===== config.mk =====
export PLATFORM = sky130hd
export DESIGN_NAME = camera_pixel_assembler_flat
export DESIGN_NICKNAME = d
export VERILOG_FILES = /design/src/rtl/camera_pixel_assembler_if.sv /design/src/rtl/camera_pixel_assembler.sv /design/src/flat_wrapper.sv
export SDC_FILE = /design/constraint.sdc
export NUM_CORES = 1
export LEC_CHECK = 0
export CAP_MARGIN = 20
export CORE_MARGIN = 1.5
export CORE_UTILIZATION = 52
export DETAILED_ROUTE_END_ITERATION = 10
export GPL_ROUTABILITY_DRIVEN = 0
export GPL_TIMING_DRIVEN = 0
export PLACE_DENSITY_LB_ADDON = 0.15
export SETUP_SLACK_MARGIN = 0.2
export SKIP_CTS_REPAIR_TIMING = 1
export SYNTH_ARGS = -nofsm -noshare
export SYNTH_HDL_FRONTEND = slang
export SYNTH_SLANG_ARGS = --single-unit

===== constraint.sdc =====
create_clock -name CLK -period 2.1 [get_ports CLK]
set_input_delay 0.525 -clock CLK [delete_from_list [all_inputs] [get_ports CLK]]
set_output_delay 0.525 -clock CLK [all_outputs]
set_load 0.1 [all_outputs]

===== src/rtl/camera_pixel_assembler_if.sv =====
// Camera-side byte bus and pixel-side stream of the pixel assembler.
// The slave modport is the assembler; the master modport is the camera plus pixel consumer.
interface camera_pixel_assembler_if;
    logic [7:0] CAM_DATA;
    logic       CAM_HREF;
    logic       CAM_VSYNC;
    logic [7:0] PIXEL_OUT;
    logic [7:0] PIXEL_X;
    logic [7:0] PIXEL_Y;
    logic       PIXEL_VALID;
    logic       FRAME_DONE;
    logic [7:0] FRAME_LINES;
    logic       LINE_ERR;
    logic       FRAME_ERR;

    modport master (
        output CAM_DATA, CAM_HREF, CAM_VSYNC,
        input  PIXEL_OUT, PIXEL_X, PIXEL_Y, PIXEL_VALID,
        input  FRAME_DONE, FRAME_LINES, LINE_ERR, FRAME_ERR
    );

    modport slave (
        input  CAM_DATA, CAM_HREF, CAM_VSYNC,
        output PIXEL_OUT, PIXEL_X, PIXEL_Y, PIXEL_VALID,
        output FRAME_DONE, FRAME_LINES, LINE_ERR, FRAME_ERR
    );
endinterface


===== src/rtl/camera_pixel_assembler.sv =====
// Packs RGB565 byte pairs from an HREF/VSYNC-framed camera bus into RGB323 pixels
// tagged with X/Y, and reports line-length and frame-framing errors.
module camera_pixel_assembler #(
    parameter int SCREEN_WIDTH  = 176,
    parameter int SCREEN_HEIGHT = 144
) (
    input  logic                     CLK,
    input  logic                     RESET,
    camera_pixel_assembler_if.slave  bus
);

    typedef enum logic [2:0] {
        ST_IDLE      = 3'd0,
        ST_VBLANK    = 3'd1,
        ST_LINE_WAIT = 3'd2,
        ST_BYTE_LO   = 3'd3,
        ST_BYTE_HI   = 3'd4
    } state_t;

    localparam logic [7:0] WIDTH_C  = 8'(SCREEN_WIDTH);
    localparam logic [7:0] HEIGHT_C = 8'(SCREEN_HEIGHT);

    // RGB565 hi/lo byte pair -> RGB323 (top bits of each channel).
    function automatic logic [7:0] pack_rgb323(input logic [7:0] hi, input logic [7:0] lo);
        return {hi[7:5], hi[2:1], lo[4:2]};
    endfunction

    function automatic logic [7:0] sat_inc(input logic [7:0] v);
        return (v == 8'hFF) ? v : v + 8'd1;
    endfunction

    state_t     state_r, state_s;
    logic [7:0] x_cnt_r, x_cnt_s;
    logic [7:0] y_cnt_r, y_cnt_s;
    logic [7:0] hi_r, hi_s;
    logic [7:0] pixel_out_r, pixel_out_s;
    logic [7:0] pixel_x_r, pixel_x_s;
    logic [7:0] pixel_y_r, pixel_y_s;
    logic       pixel_valid_r, pixel_valid_s;
    logic       frame_done_r, frame_done_s;
    logic [7:0] frame_lines_r, frame_lines_s;
    logic       line_err_r, line_err_s;
    logic       frame_err_r, frame_err_s;

    // State register.
    always_ff @(posedge CLK) begin
        if (RESET) begin
            state_r <= ST_IDLE;
        end else begin
            state_r <= state_s;
        end
    end

    // Next-state decode; VSYNC outranks HREF in every capturing state.
    always_comb begin
        state_s = state_r;
        case (state_r)
            ST_IDLE: begin
                if (bus.CAM_VSYNC) state_s = ST_VBLANK;
                else               state_s = ST_IDLE;
            end
            ST_VBLANK: begin
                if (!bus.CAM_VSYNC) state_s = ST_LINE_WAIT;
                else                state_s = ST_VBLANK;
            end
            ST_LINE_WAIT: begin
                if (bus.CAM_VSYNC)     state_s = ST_VBLANK;
                else if (bus.CAM_HREF) state_s = ST_BYTE_LO;
                else                   state_s = ST_LINE_WAIT;
            end
            ST_BYTE_LO: begin
                if (bus.CAM_VSYNC)     state_s = ST_VBLANK;
                else if (bus.CAM_HREF) state_s = ST_BYTE_HI;
                else                   state_s = ST_LINE_WAIT;
            end
            ST_BYTE_HI: begin
                if (bus.CAM_VSYNC)     state_s = ST_VBLANK;
                else if (bus.CAM_HREF) state_s = ST_BYTE_LO;
                else                   state_s = ST_LINE_WAIT;
            end
            default: state_s = ST_IDLE;
        endcase
    end

    // Output and counter next values; pulses default low, pixel fields hold.
    always_comb begin
        x_cnt_s       = x_cnt_r;
        y_cnt_s       = y_cnt_r;
        hi_s          = hi_r;
        pixel_out_s   = pixel_out_r;
        pixel_x_s     = pixel_x_r;
        pixel_y_s     = pixel_y_r;
        pixel_valid_s = 1'b0;
        frame_done_s  = 1'b0;
        frame_lines_s = frame_lines_r;
        line_err_s    = 1'b0;
        frame_err_s   = frame_err_r;
        case (state_r)
            ST_IDLE: begin
                hi_s = hi_r;
            end
            ST_VBLANK: begin
                x_cnt_s = 8'd0;
                y_cnt_s = 8'd0;
            end
            ST_LINE_WAIT: begin
                if (bus.CAM_VSYNC) begin
                    frame_done_s  = 1'b1;
                    frame_lines_s = y_cnt_r;
                end else if (bus.CAM_HREF) begin
                    hi_s = bus.CAM_DATA;
                end else begin
                    hi_s = hi_r;
                end
            end
            ST_BYTE_LO: begin
                if (bus.CAM_VSYNC) begin
                    frame_err_s   = 1'b1;
                    frame_done_s  = 1'b1;
                    frame_lines_s = y_cnt_r;
                end else if (bus.CAM_HREF) begin
                    if ((x_cnt_r < WIDTH_C) && (y_cnt_r < HEIGHT_C)) begin
                        pixel_valid_s = 1'b1;
                        pixel_out_s   = pack_rgb323(hi_r, bus.CAM_DATA);
                        pixel_x_s     = x_cnt_r;
                        pixel_y_s     = y_cnt_r;
                    end else begin
                        pixel_valid_s = 1'b0;
                    end
                    x_cnt_s = sat_inc(x_cnt_r);
                end else begin
                    line_err_s = 1'b1;
                    y_cnt_s    = sat_inc(y_cnt_r);
                    x_cnt_s    = 8'd0;
                end
            end
            ST_BYTE_HI: begin
                if (bus.CAM_VSYNC) begin
                    frame_err_s   = 1'b1;
                    frame_done_s  = 1'b1;
                    frame_lines_s = y_cnt_r;
                end else if (bus.CAM_HREF) begin
                    hi_s = bus.CAM_DATA;
                end else begin
                    line_err_s = (x_cnt_r != WIDTH_C);
                    y_cnt_s    = sat_inc(y_cnt_r);
                    x_cnt_s    = 8'd0;
                end
            end
            default: begin
                x_cnt_s = 8'd0;
                y_cnt_s = 8'd0;
            end
        endcase
    end

    // Datapath and output registers.
    always_ff @(posedge CLK) begin
        if (RESET) begin
            x_cnt_r       <= 8'd0;
            y_cnt_r       <= 8'd0;
            hi_r          <= 8'd0;
            pixel_out_r   <= 8'd0;
            pixel_x_r     <= 8'd0;
            pixel_y_r     <= 8'd0;
            pixel_valid_r <= 1'b0;
            frame_done_r  <= 1'b0;
            frame_lines_r <= 8'd0;
            line_err_r    <= 1'b0;
            frame_err_r   <= 1'b0;
        end else begin
            x_cnt_r       <= x_cnt_s;
            y_cnt_r       <= y_cnt_s;
            hi_r          <= hi_s;
            pixel_out_r   <= pixel_out_s;
            pixel_x_r     <= pixel_x_s;
            pixel_y_r     <= pixel_y_s;
            pixel_valid_r <= pixel_valid_s;
            frame_done_r  <= frame_done_s;
            frame_lines_r <= frame_lines_s;
            line_err_r    <= line_err_s;
            frame_err_r   <= frame_err_s;
        end
    end

    assign bus.PIXEL_OUT   = pixel_out_r;
    assign bus.PIXEL_X     = pixel_x_r;
    assign bus.PIXEL_Y     = pixel_y_r;
    assign bus.PIXEL_VALID = pixel_valid_r;
    assign bus.FRAME_DONE  = frame_done_r;
    assign bus.FRAME_LINES = frame_lines_r;
    assign bus.LINE_ERR    = line_err_r;
    assign bus.FRAME_ERR   = frame_err_r;

endmodule


===== src/flat_wrapper.sv =====
// flat-port wrapper written by rule: the top's interface ports become plain ports
module camera_pixel_assembler_flat 
#(
    parameter int SCREEN_WIDTH  = 176,
    parameter int SCREEN_HEIGHT = 144
)
  (CLK, RESET, bus_CAM_DATA, bus_CAM_HREF, bus_CAM_VSYNC, bus_PIXEL_OUT, bus_PIXEL_X, bus_PIXEL_Y, bus_PIXEL_VALID, bus_FRAME_DONE, bus_FRAME_LINES, bus_LINE_ERR, bus_FRAME_ERR);
  camera_pixel_assembler_if bus_i ();
  input  logic CLK;
  input  logic RESET;
  input wire logic [$bits(bus_i.CAM_DATA)-1:0] bus_CAM_DATA;
  input wire logic [$bits(bus_i.CAM_HREF)-1:0] bus_CAM_HREF;
  input wire logic [$bits(bus_i.CAM_VSYNC)-1:0] bus_CAM_VSYNC;
  output wire logic [$bits(bus_i.PIXEL_OUT)-1:0] bus_PIXEL_OUT;
  output wire logic [$bits(bus_i.PIXEL_X)-1:0] bus_PIXEL_X;
  output wire logic [$bits(bus_i.PIXEL_Y)-1:0] bus_PIXEL_Y;
  output wire logic [$bits(bus_i.PIXEL_VALID)-1:0] bus_PIXEL_VALID;
  output wire logic [$bits(bus_i.FRAME_DONE)-1:0] bus_FRAME_DONE;
  output wire logic [$bits(bus_i.FRAME_LINES)-1:0] bus_FRAME_LINES;
  output wire logic [$bits(bus_i.LINE_ERR)-1:0] bus_LINE_ERR;
  output wire logic [$bits(bus_i.FRAME_ERR)-1:0] bus_FRAME_ERR;
  assign bus_i.CAM_DATA = bus_CAM_DATA;
  assign bus_i.CAM_HREF = bus_CAM_HREF;
  assign bus_i.CAM_VSYNC = bus_CAM_VSYNC;
  assign bus_PIXEL_OUT = bus_i.PIXEL_OUT;
  assign bus_PIXEL_X = bus_i.PIXEL_X;
  assign bus_PIXEL_Y = bus_i.PIXEL_Y;
  assign bus_PIXEL_VALID = bus_i.PIXEL_VALID;
  assign bus_FRAME_DONE = bus_i.FRAME_DONE;
  assign bus_FRAME_LINES = bus_i.FRAME_LINES;
  assign bus_LINE_ERR = bus_i.LINE_ERR;
  assign bus_FRAME_ERR = bus_i.FRAME_ERR;
  camera_pixel_assembler #(.SCREEN_WIDTH(SCREEN_WIDTH), .SCREEN_HEIGHT(SCREEN_HEIGHT)) u_core (.CLK(CLK), .RESET(RESET), .bus(bus_i));
endmodule

==> flow_summary.json, run 1 <==
{
  "setup_ws_ns": 0.311,
  "run_status": "complete, no violations",
  "synth-main-ff-cell": "dfxtp_1",
  "grt_start_max_net_pins": 11,
  "row_count": 25,
  "irDropWorstVdd_mv": 0.644,
  "whs_path_depth": 2,
  "synth_cells": 312,
  "finalHoldViolCount": 0,
  "arrival_ns": 2.00,
  "leakage_nw": 1.30,
  "startpoint_type": "input port",
  "finalClockSkew_ns": 0.00640,
  "initial_core_util": 0.549,
  "setup_tns_ns": 0,
  "fmax_ghz": 0.559,
  "chipHeight_um": 74.3,
  "fin_crit_sh": 0.852,
  "yosysTopAreaCellShare": 0.454,
  "clkLatencyLatePin_ns": 0.34,
  "final_area_mm2": 0.00323,
  "ios": 48,
  "grt.total_usage": 0.256,
  "power.density_mw_per_mm2": 761,
  "synthTopCellsByArea": "dfxtp_1 (45%), nand2_1 (8.0%), a21oi_1 (6.1%)",
  "setup_viol": 0,
  "synth_common_cells": "dfxtp_1 (60), nand2_1 (56), a21oi_1 (32)",
  "syn_area_mm2": 0.00264,
  "grt-ovfl-total": 0,
  "wl_per_cell_um": 15.3,
  "antenna_cells": 0,
  "grt_first_pass_wirelength_mm": 10.6,
  "endpoint_kind": "flip-flop",
  "cts_tree": "yes",
  "pre_cts_ws_ns": 0.0228,
  "critPathKind": "input port to flip-flop",
  "synth_nets": 327,
  "synth_cell_types": 50,
  "cts_buffers": 9,
  "clockBufferDepth": 2,
  "drcViolationCount": 0,
  "dp.final_hpwl_mm": 4.52,
  "reg2reg_depth": 5,
  "max-cap-violations": 0,
  "via_per_inst": 5.66,
  "hold_class": "flip-flop to flip-flop",
  "antenna_left": 0,
  "fin_crit_ns": 1.79,
  "dpl_cell_area_mm2": 0.00316,
  "clkTransAtPathRegs_ns": 0.07,
  "htree_levels": 3,
  "synth_edf_count": 0,
  "die_area_mm2": 0.00552,
  "antenna_found_initial": 0,
  "max_slew_margin": 0.597,
  "synthArstFlopShare": 0,
  "critPathRequiredTime_ns": 2.31,
  "dr.pass1.iters": 5,
  "synth_area_per_cell_um2": 8.47,
  "worstPathMaxFanout": 10,
  "slew_viol_final": 0,
  "worstMarginPinSlew_ns": 0.604,
  "portBuffers": 43,
  "die_x_um": 74.3,
  "rsz0062_at_grt": "no",
  "yosys_register_bits": 60,
  "numClockSinks": 60,
  "dr_total_vias": 2484,
  "area_delta_synth_final_pct": 22.2,
  "drive_gt1_frac": 0.194,
  "drt-initial-drc-count": 151,
  "clockRootBuffer": "clkbuf_8",
  "synth-seq-area-share": 0.454,
  "drt_wl_total_mm": 6.70,
  "synth.most_common_cell": "dfxtp_1",
  "coreArea_mm2": 0.00482,
  "grt_pass1_vias": 2195,
  "ys_warn_count": 0,
  "yosys.area.top_type": "dfxtp_1",
  "nets": 383
}
==> power by group <==
group | internal (mW) | leakage, nW | switching, mW
logic | 0.0409 | 0.702 | 0.0828
registers | 1.14 | 0.484 | 0.00404
clock network | 0.724 | 0.111 | 0.463
==> state kept, by name, summed over array words and instances (netlist names) <==
register,cells
u_core.y_cnt_r,8
u_core.bus.PIXEL_VALID,1
u_core.hi_r,5
u_core.bus.LINE_ERR,1
u_core.bus.FRAME_LINES,8
u_core.x_cnt_r,8
u_core.bus.FRAME_DONE,1
u_core.bus.FRAME_ERR,1
u_core.bus.PIXEL_X,8
u_core.bus.PIXEL_Y,8
u_core.state_r,3
u_core.bus.PIXEL_OUT,8
==> path summary, 6_finish.rpt <==
check | start | to | slack [ns]
setup / recovery | bus_CAM_VSYNC | u_core.hi_r[1]$_SDFFE_PP0P_ | 0.31
hold / removal | u_core.bus.PIXEL_OUT[7]$_SDFFE_PP0P_ | u_core.bus.PIXEL_OUT[7]$_SDFFE_PP0P_ | 0.45
setup reg to reg | u_core.y_cnt_r[0]$_SDFFE_PP0P_ | u_core.y_cnt_r[5]$_SDFFE_PP0P_ | 0.31
hold reg to reg | u_core.bus.PIXEL_OUT[7]$_SDFFE_PP0P_ | u_core.bus.PIXEL_OUT[7]$_SDFFE_PP0P_ | 0.45
==> cells in the final DEF, fill, tap and decap left out, drive strengths merged, types with 3 or more instances in the layout <==
| cell type | n |
|---|---|
| a211oi | 4 |
| clkdlybuf4s50 | 7 |
| inv | 7 |
| a21oi | 32 |
| nand2 | 56 |
| nand3 | 9 |
| o31ai | 3 |
| nor2 | 26 |
| nand4 | 5 |
| o41ai | 3 |
| buf | 13 |
| mux2i | 14 |
| ha | 3 |
| nor4 | 3 |
| and3 | 3 |
| or3 | 5 |
| a22oi | 3 |
| o21ai | 9 |
| clkbuf | 60 |
| dfxtp | 60 |
| nor3 | 6 |
| nor2b | 3 |
| a31oi | 4 |
==> layout make-up <==
cell class / count / area (um2)
inverters: 7 / 26.3
multi-input cells: 221 / 1310
repair buffers: 45 / 265
clock inverters: 4 / 72.6
well taps: 67 / 83.8
flip-flops and latches: 60 / 1200
fillers: 456 / 1590
clock buffers: 11 / 151
plain buffers: 24 / 124
==> logic make-up after synthesis <==
logic type                 count (synthesis)  synth area share
buffers and inverters                     31            0.0568
AOI/OAI and AO/OA                         76             0.192
muxes                                     15            0.0573
adders and majority gates                  3            0.0142
DFF                                       60             0.454
and+or+nand+nor                          126             0.222
xor gates and xnor gates                   1           0.00331
==> through the flow <==
step / hold slack [ns] / cells / total power [mW] / utilization
floorplan: 0.432 / 312 / 1.25 / -
global placement: 0.441 / 422 / 1.29 / 0.656
detailed placement: 0.447 / 422 / 1.29 / 0.656
CTS: 0.456 / 437 / 2.46 / 0.702
global route: 0.475 / 439 / 2.52 / 0.671
finish: 0.454 / 439 / 2.46 / 0.671
==> metal layers <==
metal	global-route usage	wire, um	up-vias
li1	-	-	1221
met1	0.336	3060	1182
met2	0.411	3210	70
met3	0.0745	340	11
met4	0.0768	87	0
met5	0	0	-
==> critical path: stages <==
cell      delay [ns]
clkbuf_1        0.34
clkbuf_1        0.42
nor2_1          0.09
nand3_1         0.32
mux2i_1         0.24
nor2_1          0.05
(Power assumes the default switching activity.)
==> run 2: changes to the inputs <==
- CORE_MARGIN: 1.5 -> default
==> run 2 against run 1 <==
  * Sequential cell count is the same
  * Utilization shrank 0.60 points
  * Highest routed layer unchanged
  * Global-route usage shrank 0.30 points
==> flow_summary.json, run 2 (synthesis results as in run 1) <==
{
  "grt_first_pass_wirelength_mm": 10.2,
  "dr.pass1.iters": 5,
  "clockBufferDepth": 2,
  "antenna_found_initial": 0,
  "fmax_ghz": 0.550,
  "critPathKind": "flip-flop to flip-flop",
  "setup_ws_ns": 0.280,
  "die_area_mm2": 0.00537,
  "startpoint_type": "flip-flop",
  "reg2reg_slack_ns": 0.28,
  "clockRootBuffer": "clkbuf_8",
  "worstMarginPinSlew_ns": 0.641,
  "antenna_cells": 0,
  "final_common_cell": "dfxtp_1",
  "max-cap-violations": 0,
  "cp_cell_sequence": "ha_1 > nand4_1 > a211oi_4 > a211oi_1 > o32ai_1",
  "crit_family": "compound AO/OA/AOI/OAI gates",
  "drt-initial-drc-count": 219,
  "slew_viol_final": 0,
  "max_slew_margin": 0.573,
  "via_per_inst": 5.63,
  "leakage_nw": 1.30,
  "clkTransAtPathRegs_ns": 0.07,
  "crit_slowest_cell": "dfxtp_1",
  "cts_tree": "yes",
  "fin_crit_sh": 0.866,
  "setup_tns_ns": 0,
  "rsz0062_at_grt": "no",
  "dr_total_vias": 2485,
  "hold_class": "flip-flop to flip-flop",
  "clkLatencyLatePin_ns": 0.33,
  "dp.final_hpwl_mm": 4.43,
  "dpl_cell_area_mm2": 0.00316,
  "finalClockSkew_ns": 0.00938,
  "cts_buffers": 9,
  "pre_cts_ws_ns": 0.0302,
  "row_count": 25,
  "grt-ovfl-total": 0,
  "fin_crit_ns": 1.82,
  "numClockSinks": 60,
  "final_area_mm2": 0.00320,
  "critPathRequiredTime_ns": 2.33,
  "drcViolationCount": 0,
  "nets": 385,
  "coreArea_mm2": 0.00482,
  "initial_core_util": 0.549,
  "irDropWorstVdd_mv": 0.418,
  "hold_end": "u_core.bus.PIXEL_X[2]$_SDFFE_PP0P_",
  "arrival_ns": 2.05,
  "finalHoldViolCount": 0,
  "layout_common_cells": "dfxtp_1 (60), nand2_1 (56), clkbuf_2 (38)",
  "path_buf_inv": 0,
  "chipHeight_um": 73.3,
  "grt_start_max_net_pins": 11,
  "r2r_start": "u_core.y_cnt_r[0]$_SDFFE_PP0P_",
  "setup_viol": 0,
  "power.density_mw_per_mm2": 705,
  "grt_pass1_vias": 2132,
  "reg2reg_depth": 5,
  "worstPathMaxFanout": 7,
  "rr_endpoint": "u_core.y_cnt_r[5]$_SDFFE_PP0P_",
  "drt_wl_total_mm": 6.70,
  "grt.total_usage": 0.253,
  "wl_per_cell_um": 15.2,
  "antenna_left": 0,
  "die_x_um": 73.3,
  "ios": 48,
  "htree_levels": 3,
  "power_mw": 2.26,
  "drive_gt1_frac": 0.198,
  "hold_start": "u_core.bus.PIXEL_X[2]$_SDFFE_PP0P_",
  "run_status": "complete, no violations",
  "portBuffers": 43,
  "area_delta_synth_final_pct": 21.1,
  "worst_path_largest_cell_delay_ns": 0.49,
  "final_util": 0.665,
  "endpoint_kind": "flip-flop",
  "whs_path_depth": 2
}
==> run 2: cell types whose count changed in the layout (fill, tap and decap cells not counted), sizes merged <==
cell,delta
clkinv,+3
buf,+2
bufinv,-1
clkbuf,-1
clkinvlp,-1
==> run 2: worst min-delay path, delay by kind of cell, from the launching register on <==
kind	cells	cell delay [ns]
and+or+nand+nor	1	0.05
DFF	1	0.31
AOI/OAI and AO/OA	1	0.05
==> run 2: layout make-up <==
| type | instances | area [um2] |
|---|---|---|
| timing repair buffer | 47 | 278 |
| buffer | 24 | 125 |
| fill | 456 | 1620 |
| multi-input combinational | 221 | 1310 |
| sequential | 60 | 1200 |
| tap | 67 | 83.8 |
| clock inverter | 5 | 53.8 |
| clock buffer | 10 | 128 |
| inverter | 7 | 26.3 |
==> run 2: layer usage <==
metal	global-route usage	share of wire
met5	0	0
met2	0.402	0.48
met3	0.0521	0.061
met1	0.334	0.44
met4	0.107	0.018
==> run 2: how the worst max path moves through the flow <==
stage / slack (ns) / cells past startpoint / to / start
floorplan: 0.33 / 6 / u_core.bus.PIXEL_Y[4]$_SDFFE_PP0P_ / bus_CAM_HREF
global placement: 0.06 / 6 / u_core.bus.PIXEL_OUT[1]$_SDFFE_PP0P_ / bus_CAM_HREF
detailed placement: 0.03 / 6 / u_core.hi_r[1]$_SDFFE_PP0P_ / bus_CAM_VSYNC
CTS: -0.28 / 1 / bus_FRAME_LINES[6] / u_core.bus.FRAME_LINES[6]$_SDFFE_PP0P_
global route: 0.20 / 5 / u_core.y_cnt_r[2]$_SDFFE_PP0P_ / u_core.state_r[1]$_SDFF_PP0_
finish: 0.28 / 5 / u_core.y_cnt_r[5]$_SDFFE_PP0P_ / u_core.y_cnt_r[0]$_SDFFE_PP0P_
==> run 2: power by group <==
part	total, mW	switching (mW)	internal [mW]	leakage [nW]
combinational	0.123	0.0819	0.0412	0.717
sequential	1.15	0.00367	1.14	0.484
clock	0.989	0.452	0.537	0.0959
==> run 2: metrics by stage <==
step                instances  hold WS, ns
finish                    441        0.454
global route              441        0.465
CTS                       437        0.455
detailed placement        422        0.445
global placement          422        0.441
floorplan                 312        0.432
==> run 3: changes to the inputs <==
- CORE_MARGIN: default -> 2
- CORE_UTILIZATION: 52 -> 35
- GPL_ROUTABILITY_DRIVEN: 0 -> 1
==> run 3 against run 2 <==
  * Design area is 4.2% higher
  * Via count is 0.32% higher
  * Combinational power is 5% higher
  * Wire length is 8.4% higher
  * Critical path type unchanged
  * Cell count is 8.4% higher
  * Largest cell class unchanged
==> flow_summary.json, run 3 (synthesis results as in run 1) <==
{
  "dr.pass1.iters": 5,
  "antenna_cells": 0,
  "dr_total_vias": 2493,
  "clkTransAtPathRegs_ns": 0.07,
  "arrival_ns": 1.98,
  "stdcell_count": 478,
  "die_x_um": 90.9,
  "grt.total_usage": 0.178,
  "power.density_mw_per_mm2": 744,
  "ios": 48,
  "max_slew_margin": 0.570,
  "antenna_found_initial": 0,
  "htree_levels": 3,
  "drcViolationCount": 0,
  "chipHeight_um": 90.9,
  "coreArea_mm2": 0.00729,
  "grt_pass1_vias": 2274,
  "portBuffers": 43,
  "rsz0062_at_grt": "no",
  "clockBufferDepth": 2,
  "leakage_nw": 1.33,
  "final_common_cell": "dfxtp_1",
  "die_area_mm2": 0.00826,
  "wl_per_cell_um": 15.2,
  "nets": 389,
  "run_status": "complete, no violations",
  "setup_viol": 0,
  "multi_input_area_mm2": 0.00131,
  "pre_cts_ws_ns": -0.0482,
  "worstMarginPinSlew_ns": 0.644,
  "worstPathMaxFanout": 10,
  "grt_first_pass_wirelength_mm": 11.6,
  "regArea_mm2": 0.00120,
  "num-fill-cells": 798,
  "dp.final_hpwl_mm": 4.97,
  "dpl_cell_area_mm2": 0.00320,
  "grt_start_max_net_pins": 12,
  "setup_ws_ns": 0.313,
  "grt-ovfl-total": 0,
  "crit_family": "compound AO/OA/AOI/OAI gates",
  "fmax_ghz": 0.560,
  "critPathRequiredTime_ns": 2.30,
  "cts_tree": "yes",
  "worst_path_largest_cell_delay_ns": 0.44,
  "hold_class": "flip-flop to flip-flop",
  "fin_crit_ns": 1.79,
  "clockRootBuffer": "clkbuf_8",
  "numClockSinks": 60,
  "fin_crit_sh": 0.851,
  "cp_cell_sequence": "clkbuf_1 > o31a_1 > a2111o_1 > buf_2 > nand2_1 > a21oi_1",
  "path_buf_inv": 2,
  "irDropWorstVdd_mv": 0.417,
  "initial_core_util": 0.363,
  "max-cap-violations": 0,
  "row_count": 31,
  "gp_congestion": 0.848,
  "finalHoldViolCount": 0,
  "final_area_mm2": 0.00334,
  "via_per_inst": 5.22,
  "cts_buffers": 9,
  "r2r_start": "u_core.y_cnt_r[6]$_SDFFE_PP0P_",
  "critPathKind": "flip-flop to flip-flop",
  "crit_slowest_cell": "a2111o_1",
  "slew_viol_final": 0,
  "antenna_left": 0,
  "clkLatencyLatePin_ns": 0.34,
  "dp_cells": 454,
  "layout_common_cells": "dfxtp_1 (60), nand2_1 (55), clkbuf_2 (38)",
  "area_delta_synth_final_pct": 26.2,
  "drive_gt1_frac": 0.216,
  "drt_wl_total_mm": 7.26,
  "critPathLaunch": "u_core.y_cnt_r[6]$_SDFFE_PP0P_",
  "endpoint_kind": "flip-flop",
  "hold_start": "u_core.hi_r[1]$_SDFFE_PP0P_",
  "startpoint_type": "flip-flop",
  "drt-initial-drc-count": 154,
  "finalClockSkew_ns": 0.00887
}
[run 3: final cells by class]
cell class / count / share of cell area
repair buffers: 51 / 0.0930
clock inverters: 5 / 0.0251
multi-input cells: 221 / 0.394
clock buffers: 11 / 0.0454
plain buffers: 24 / 0.0375
inverters: 7 / 0.00788
flip-flops and latches: 60 / 0.360
well taps: 99 / 0.0371
[run 3: per-layer routing]
layer,GRT usage,routed length [um],vias up,share of wire
met5,0,0,-,0
met3,0.0626,367,8,0.051
li1,-,-,1233,-
met1,0.224,3280,1179,0.45
met2,0.285,3530,73,0.49
met4,0.0543,82,0,0.011
[run 3: stage by stage]
stage / setup TNS (ns) / hold WS, ns / utilization / total power [mW]
floorplan: 0 / 0.432 / - / 1.25
global placement: -0.493 / 0.439 / 0.439 / 1.29
detailed placement: -0.302 / 0.445 / 0.439 / 1.30
CTS: -9.14 / 0.445 / 0.471 / 2.50
global route: 0 / 0.450 / 0.457 / 2.57
finish: 0 / 0.445 / 0.457 / 2.48
[run 3: worst paths after layout]
kind / to / slack (ns) / depth (start not counted)
hold reg to reg: u_core.bus.PIXEL_OUT[3]$_SDFFE_PP0P_ / 0.44 / 2
setup / recovery: u_core.bus.PIXEL_Y[4]$_SDFFE_PP0P_ / 0.31 / 6
hold / removal: u_core.bus.PIXEL_OUT[3]$_SDFFE_PP0P_ / 0.44 / 2
setup reg to reg: u_core.bus.PIXEL_Y[4]$_SDFFE_PP0P_ / 0.31 / 6
[run 3: where the power goes]
| group | total (mW) | internal (mW) | switching [mW] |
|---|---|---|---|
| clock | 1.21 | 0.734 | 0.472 |
| sequential | 1.15 | 1.14 | 0.00390 |
| combinational | 0.129 | 0.0434 | 0.0856 |
[run 3: worst register-to-register path, stage by stage, from the launching register on]
cell and delay [ns]:
dfxtp_1 0.30, clkbuf_1 0.18, o31a_1 0.36, a2111o_1 0.44, buf_2 0.22, nand2_1 0.09, a21oi_1 0.06
